## src/rtl/stconv_pkg.sv

```systemverilog
// Shared constants for the store converter: RISC-V STORE opcode, store funct3 codes
// and the controller state encoding.
package stconv_pkg;

    localparam logic [6:0] OPC_STORE = 7'b0100011;
    localparam logic [2:0] F3_SB     = 3'b000;
    localparam logic [2:0] F3_SH     = 3'b001;
    localparam logic [2:0] F3_SW     = 3'b010;

    typedef enum logic [1:0] {
        ST_IDLE,
        ST_WR0,
        ST_WR1,
        ST_RESP
    } state_t;

    function automatic logic is_legal_store(input logic [6:0] opcode, input logic [2:0] funct3);
        return (opcode == OPC_STORE) &&
               ((funct3 == F3_SB) || (funct3 == F3_SH) || (funct3 == F3_SW));
    endfunction

endpackage

```

## src/rtl/stconv_align.sv

```systemverilog
// Combinational lane aligner: masks store data to its width and shifts data and
// byte enables across a two-word window so a word-crossing store shows up in the upper half.
module stconv_align
    import stconv_pkg::*;
(
    input  logic [2:0]  funct3,
    input  logic [1:0]  offset,
    input  logic [31:0] data,
    output logic [63:0] wide,
    output logic [7:0]  bew
);

    logic [31:0] masked;
    logic [3:0]  be;

    always_comb begin
        masked = '0;
        be     = '0;
        case (funct3)
            F3_SB: begin
                masked = {24'h0, data[7:0]};
                be     = 4'b0001;
            end
            F3_SH: begin
                masked = {16'h0, data[15:0]};
                be     = 4'b0011;
            end
            F3_SW: begin
                masked = data;
                be     = 4'b1111;
            end
            default: begin
                masked = '0;
                be     = '0;
            end
        endcase
        wide = {32'h0, masked} << {offset, 3'b000};
        bew  = {4'h0, be} << offset;
    end

endmodule

```

## src/rtl/stconv_ctrl.sv

```systemverilog
// Store converter controller: captures one store, aligns it, and issues one or two
// word-aligned beats on a req/ack write port before pulsing done.
module stconv_ctrl
    import stconv_pkg::*;
#(
    parameter bit SPLIT_EN = 1'b1
) (
    input  logic        clk,
    input  logic        rst_n,
    input  logic        req_valid,
    output logic        req_ready,
    input  logic [31:0] ir,
    input  logic [31:0] addr,
    input  logic [31:0] data,
    output logic        mem_req,
    input  logic        mem_ack,
    output logic [31:0] mem_addr,
    output logic [31:0] mem_wdata,
    output logic [3:0]  mem_we,
    output logic        done,
    output logic        err,
    output logic        misalign
);

    state_t      state, state_n;
    logic [6:0]  opc_q;
    logic [2:0]  f3_q;
    logic [31:0] addr_q, data_q;

    logic [6:0]  cur_opc;
    logic [2:0]  cur_f3;
    logic [31:0] cur_addr, cur_data, base_addr;
    logic [63:0] wide;
    logic [7:0]  bew;
    logic        legal, crossing;

    logic        req_q, req_n, done_q, done_n, err_q, err_n, mis_q, mis_n;
    logic [31:0] maddr_q, maddr_n, wdata_q, wdata_n;
    logic [3:0]  we_q, we_n;

    logic        unused_ir_bits;
    assign unused_ir_bits = ^{ir[31:15], ir[11:7]};

    // In IDLE decode straight from the inputs so the first beat issues on the accept edge.
    assign cur_opc   = (state == ST_IDLE) ? ir[6:0]   : opc_q;
    assign cur_f3    = (state == ST_IDLE) ? ir[14:12] : f3_q;
    assign cur_addr  = (state == ST_IDLE) ? addr      : addr_q;
    assign cur_data  = (state == ST_IDLE) ? data      : data_q;
    assign base_addr = {cur_addr[31:2], 2'b00};

    stconv_align u_align (
        .funct3 (cur_f3),
        .offset (cur_addr[1:0]),
        .data   (cur_data),
        .wide   (wide),
        .bew    (bew)
    );

    assign legal    = is_legal_store(cur_opc, cur_f3);
    assign crossing = |bew[7:4];

    always_comb begin
        state_n = state;
        req_n   = req_q;
        maddr_n = maddr_q;
        wdata_n = wdata_q;
        we_n    = we_q;
        done_n  = 1'b0;
        err_n   = 1'b0;
        mis_n   = 1'b0;
        case (state)
            ST_IDLE: begin
                if (req_valid) begin
                    if (!legal) begin
                        state_n = ST_RESP;
                        done_n  = 1'b1;
                        err_n   = 1'b1;
                    end else if (crossing && !SPLIT_EN) begin
                        state_n = ST_RESP;
                        done_n  = 1'b1;
                        mis_n   = 1'b1;
                    end else begin
                        state_n = ST_WR0;
                        req_n   = 1'b1;
                        maddr_n = base_addr;
                        wdata_n = wide[31:0];
                        we_n    = bew[3:0];
                    end
                end
            end
            ST_WR0: begin
                if (mem_ack) begin
                    req_n = 1'b0;
                    we_n  = '0;
                    if (crossing) begin
                        state_n = ST_WR1;
                    end else begin
                        state_n = ST_RESP;
                        done_n  = 1'b1;
                    end
                end
            end
            ST_WR1: begin
                // First WR1 cycle keeps mem_req low so the second beat is a fresh request.
                if (!req_q) begin
                    req_n   = 1'b1;
                    maddr_n = base_addr + 32'd4;
                    wdata_n = wide[63:32];
                    we_n    = bew[7:4];
                end else if (mem_ack) begin
                    req_n   = 1'b0;
                    we_n    = '0;
                    state_n = ST_RESP;
                    done_n  = 1'b1;
                end
            end
            ST_RESP: begin
                state_n = ST_IDLE;
            end
            default: begin
                state_n = ST_IDLE;
                req_n   = 1'b0;
                we_n    = '0;
            end
        endcase
    end

    always_ff @(posedge clk or negedge rst_n) begin
        if (!rst_n) begin
            state   <= ST_IDLE;
            opc_q   <= '0;
            f3_q    <= '0;
            addr_q  <= '0;
            data_q  <= '0;
            req_q   <= 1'b0;
            maddr_q <= '0;
            wdata_q <= '0;
            we_q    <= '0;
            done_q  <= 1'b0;
            err_q   <= 1'b0;
            mis_q   <= 1'b0;
        end else begin
            state   <= state_n;
            req_q   <= req_n;
            maddr_q <= maddr_n;
            wdata_q <= wdata_n;
            we_q    <= we_n;
            done_q  <= done_n;
            err_q   <= err_n;
            mis_q   <= mis_n;
            if (state == ST_IDLE && req_valid) begin
                opc_q  <= ir[6:0];
                f3_q   <= ir[14:12];
                addr_q <= addr;
                data_q <= data;
            end
        end
    end

    assign req_ready = (state == ST_IDLE);
    assign mem_req   = req_q;
    assign mem_addr  = maddr_q;
    assign mem_wdata = wdata_q;
    assign mem_we    = we_q;
    assign done      = done_q;
    assign err       = err_q;
    assign misalign  = mis_q;

endmodule

```

## config.mk

```make
export PLATFORM = sky130hd
export DESIGN_NAME = stconv_ctrl
export DESIGN_NICKNAME = d
export VERILOG_FILES = /design/src/rtl/stconv_pkg.sv /design/src/rtl/stconv_align.sv /design/src/rtl/stconv_ctrl.sv
export SDC_FILE = /design/constraint.sdc
export NUM_CORES = 1
export LEC_CHECK = 0
export ABC_CLOCK_PERIOD_IN_PS = 3500
export CAP_MARGIN = 20
export CORE_UTILIZATION = 40
export DETAILED_ROUTE_END_ITERATION = 7
export PLACE_DENSITY = 0.73
export SYNTH_ARGS = -nofsm -noshare
export SYNTH_HDL_FRONTEND = slang
export SYNTH_SLANG_ARGS = --single-unit
```

## constraint.sdc

```tcl
create_clock -name clk -period 3.5 [get_ports clk]
set_input_delay 0.35 -clock clk [delete_from_list [all_inputs] [get_ports clk]]
set_output_delay 0.35 -clock clk [all_outputs]
set_load 0.02 [all_outputs]
```

==> flow_metrics.py <==
metrics = {
    "status": {
        "status": "complete, but fails checks",
        "violations": "negative hold slack",
    },
    "route": {
        "vias": 6342,
        "antenna_left": 0,
        "drt-pass1-iter-count": 4,
        "drtIter0Drc": 347,
        "wirelength_mm": 20.47,
        "drc": 0,
        "post_drt_wl_per_cell_um": 17.61,
        "vias_per_cell": 5.458,
    },
    "run": {
        "maxCapViolCount": 0,
    },
    "global_routing": {
        "grt_pass1_vias": 6284,
        "antenna_found_initial": 0,
        "use_met2_pct": 33.32,
        "busiest_layer": "met2",
        "overflow": 0,
        "use_met1_pct": 28.92,
        "grt_pass1_wl_mm": 33.22,
        "use_met3_pct": 3.119,
        "grt_usage_pct": 21.01,
        "grt_start_max_net_pins": 83,
    },
    "setup_path": {
        "path_class": "flip-flop to flip-flop",
        "cp.required_ns": 3.79,
        "cpMaxStageDelayCell": "dfrtp_1",
        "crit_chain": "inv_1, ha_4, buf_4, buf_4, nand4_1, o21ai_2, nand4_4, nor4_2, xor2_1, o21ai_1",
        "cp.arrival_ns": 3.29,
        "endpoint_kind": "flip-flop",
        "crit_fanout": 31,
        "max_stage_delay_ns": 0.42,
        "path_common_cell": "buf_4",
        "start_kind": "flip-flop",
    },
    "sta": {
        "fin_tns_setup_ns": 0,
        "drv_slew": 0,
        "rsz0062_at_grt": "false",
        "clock.fmax_mhz": 334.1,
        "min_period_over_period_pct": 85.52,
        "finalHoldViolCount": 15,
        "finalSetupViolations": 0,
        "worst_hold_slack_ns": -0.03378,
        "worst_pin_slew_ns": 0.7701,
        "fin_skew_ns": 0.006207,
        "slew_headroom_pct": 48.66,
        "min_period_ns": 2.993,
    },
    "synthesis": {
        "syn_inst": 752,
        "yosysWarnings": 0,
        "synth_top_flop_cell": "dfrtp_1",
        "postSynth.asyncResetShare_pct": 100.0,
        "seq_area_frac_synth_pct": 43.46,
        "synth.avg_cell_area_um2": 10.57,
        "synth_cell_types": 68,
        "syn-cell-area_mm2": 0.007945,
        "synth_edf_count": 0,
        "ys_ff_latch": 138,
    },
    "clock_tree": {
        "htreeDepth": 4,
        "clock_sinks": 138,
        "tritoncts": "yes",
        "clockBufferDepth": 2,
        "cts_root_buf": "clkbuf_16",
        "cts_buffers": 17,
        "ctsHoldBuffers": 0,
        "post-cts-setup-buffers": 0,
        "clkLatencyLatePin_ns": 0.42,
        "cts.clk_slew.worst_paths_ns": 0.06,
        "cts_resized": 0,
    },
    "final_layout": {
        "fin_cells": 1162,
        "layout_common_cells": "146 x clkdlybuf4s50_1, 138 x dfrtp_1, 83 x mux2_2",
        "layout-drive-gt1-share_pct": 17.73,
        "num_antenna_cells": 0,
        "area_growth_pct": 28.66,
        "nets": 990,
        "layout_commonest_cell": "clkdlybuf4s50_1",
        "fillCellCount": 1753,
    },
    "floorplanning": {
        "rows": 51,
        "die_w_um": 142.9,
        "die_area_mm2": 0.02043,
        "start_util_pct": 40.82,
        "die_height_um": 142.9,
        "ios": 173,
        "fp.coreArea_mm2": 0.01946,
    },
    "power_and_ir_drop": {
        "total_power_mw": 9.586,
        "powerDensity_mw_per_mm2": 937.8,
        "vdd_drop_max_mv": 0.3372,
        "leakagePower_nw": 4.092,
    },
    "placed_design": {
        "io_buffers": 147,
        "place_inst": 1131,
        "gp_congestion": 0.8623,
        "dp_hpwl_mm": 14.83,
    },
    "min_path": {
        "min_path_type": "input pin to async pin",
    },
}
[report_power, final]
part | switching [mW] | total (mW) | internal [mW]
Sequential | 0.538 | 2.88 | 2.34
Clock | 0.661 | 1.84 | 1.18
Combinational | 2.62 | 4.86 | 2.24
[path summary, 6_finish.rpt]
path / start / slack (ns) / end / cells after the start
hold / removal: rst_n / -0.03 / mem_addr[2]$_DFFE_PN0P_ / 1
hold reg to reg: mem_addr[19]$_DFFE_PN0P_ / 0.47 / mem_addr[19]$_DFFE_PN0P_ / 2
max in group asynchronous: rst_n / 2.62 / mem_addr[29]$_DFFE_PN0P_ / 2
setup / recovery: state[0]$_DFFE_PN0P_ / 0.51 / mem_addr[31]$_DFFE_PN0P_ / 10
setup reg to reg: state[0]$_DFFE_PN0P_ / 0.51 / mem_addr[31]$_DFFE_PN0P_ / 10
min in group clk: mem_addr[19]$_DFFE_PN0P_ / 0.47 / mem_addr[19]$_DFFE_PN0P_ / 2
[final cells by class]
class                      instances  area, µm²  area share (%)
clock buffer                      26      529.3           5.177
clock inverter                     5      81.33          0.7956
inverter                           7      26.28          0.2570
multi-input combinational        558       4195           41.04
sequential                       138       3453           33.78
tap                              265      331.6           3.244
timing repair buffer             163       1605           15.70
[cell usage after synthesis (3+ instances only)]
| master | n | area share [%] |
|---|---|---|
| dfrtp_1 | 138 | 43 |
| mux2_2 | 83 | 12 |
| mux2i_1 | 66 | 8.3 |
| nand2_1 | 60 | 2.8 |
| nor2_1 | 60 | 2.8 |
| a21oi_1 | 42 | 2.6 |
| o21ai_0 | 30 | 1.9 |
| buf_2 | 26 | 1.6 |
| o22ai_1 | 24 | 1.9 |
| nand3_1 | 18 | 1.1 |
| xor2_1 | 15 | 1.7 |
| xnor2_1 | 13 | 1.4 |
| nand4_1 | 12 | 0.94 |
| nor2b_1 | 11 | 0.87 |
| buf_4 | 10 | 0.94 |
| o21ai_1 | 9 | 0.57 |
| o22a_1 | 9 | 0.99 |
| a221o_1 | 8 | 1.0 |
| a221oi_1 | 8 | 0.88 |
| o221a_2 | 8 | 1.1 |
| inv_1 | 7 | 0.33 |
| a31oi_1 | 6 | 0.47 |
| clkbuf_1 | 6 | 0.28 |
| a22o_1 | 5 | 0.55 |
| ha_1 | 5 | 0.79 |
| nor3_1 | 5 | 0.31 |
| buf_1 | 4 | 0.19 |
| buf_6 | 4 | 0.57 |
| nand2b_1 | 4 | 0.31 |
| nand3b_1 | 4 | 0.38 |
| a211oi_1 | 3 | 0.28 |
[worst max-delay path: cells and delay by family, from the launching register on]
family                   cells  cell delay [ns]
AO/OA/AOI/OAI                2             0.20
XOR/XNOR                     1             0.18
adder cells (fa/ha/maj)      1             0.35
buffers and inverters        3             0.96
flip-flops                   1             0.42
AND/OR/NAND/NOR              3             0.72
[layer usage]
layer / wire [µm] / part of all wire (%) / vias to the layer above
li1: - / - / 3031
met1: 9776 / 48 / 3100
met2: 9504 / 46 / 182
met3: 734 / 3.6 / 29
met4: 452 / 2.2 / 0
met5: 0 / 0 / -
[state kept, by name (all words and copies together) (netlist names)]
name	flops
done	1
mem_we	4
f3_q	3
state	2
data_q	32
addr_q	32
err	1
mem_wdata	32
mem_req	1
mem_addr	30
[cell families after synthesis]
group	count (synthesis)	synth area share, %
other	1	0.04720
buffers and inverters	58	4.142
and+or+nand+nor	199	12.96
AOI/OAI and AO/OA	174	15.43
muxes	149	20.08
DFF	138	43.46
adders and majority gates	5	0.7874
xor gates and xnor gates	28	3.087
[stage by stage]
step | setup WS, ns | utilization, % | cell area (µm²)
after floorplan | 0.4345 | - | 7953
after global placement | 0.6004 | 49.39 | 9612
after detailed placement | 0.5473 | 49.39 | 9612
after CTS | 0.5202 | 52.52 | 10220
after global routing | 0.2678 | 52.52 | 10220
final | 0.5068 | 52.52 | 10220
(Power assumes the default switching activity.)
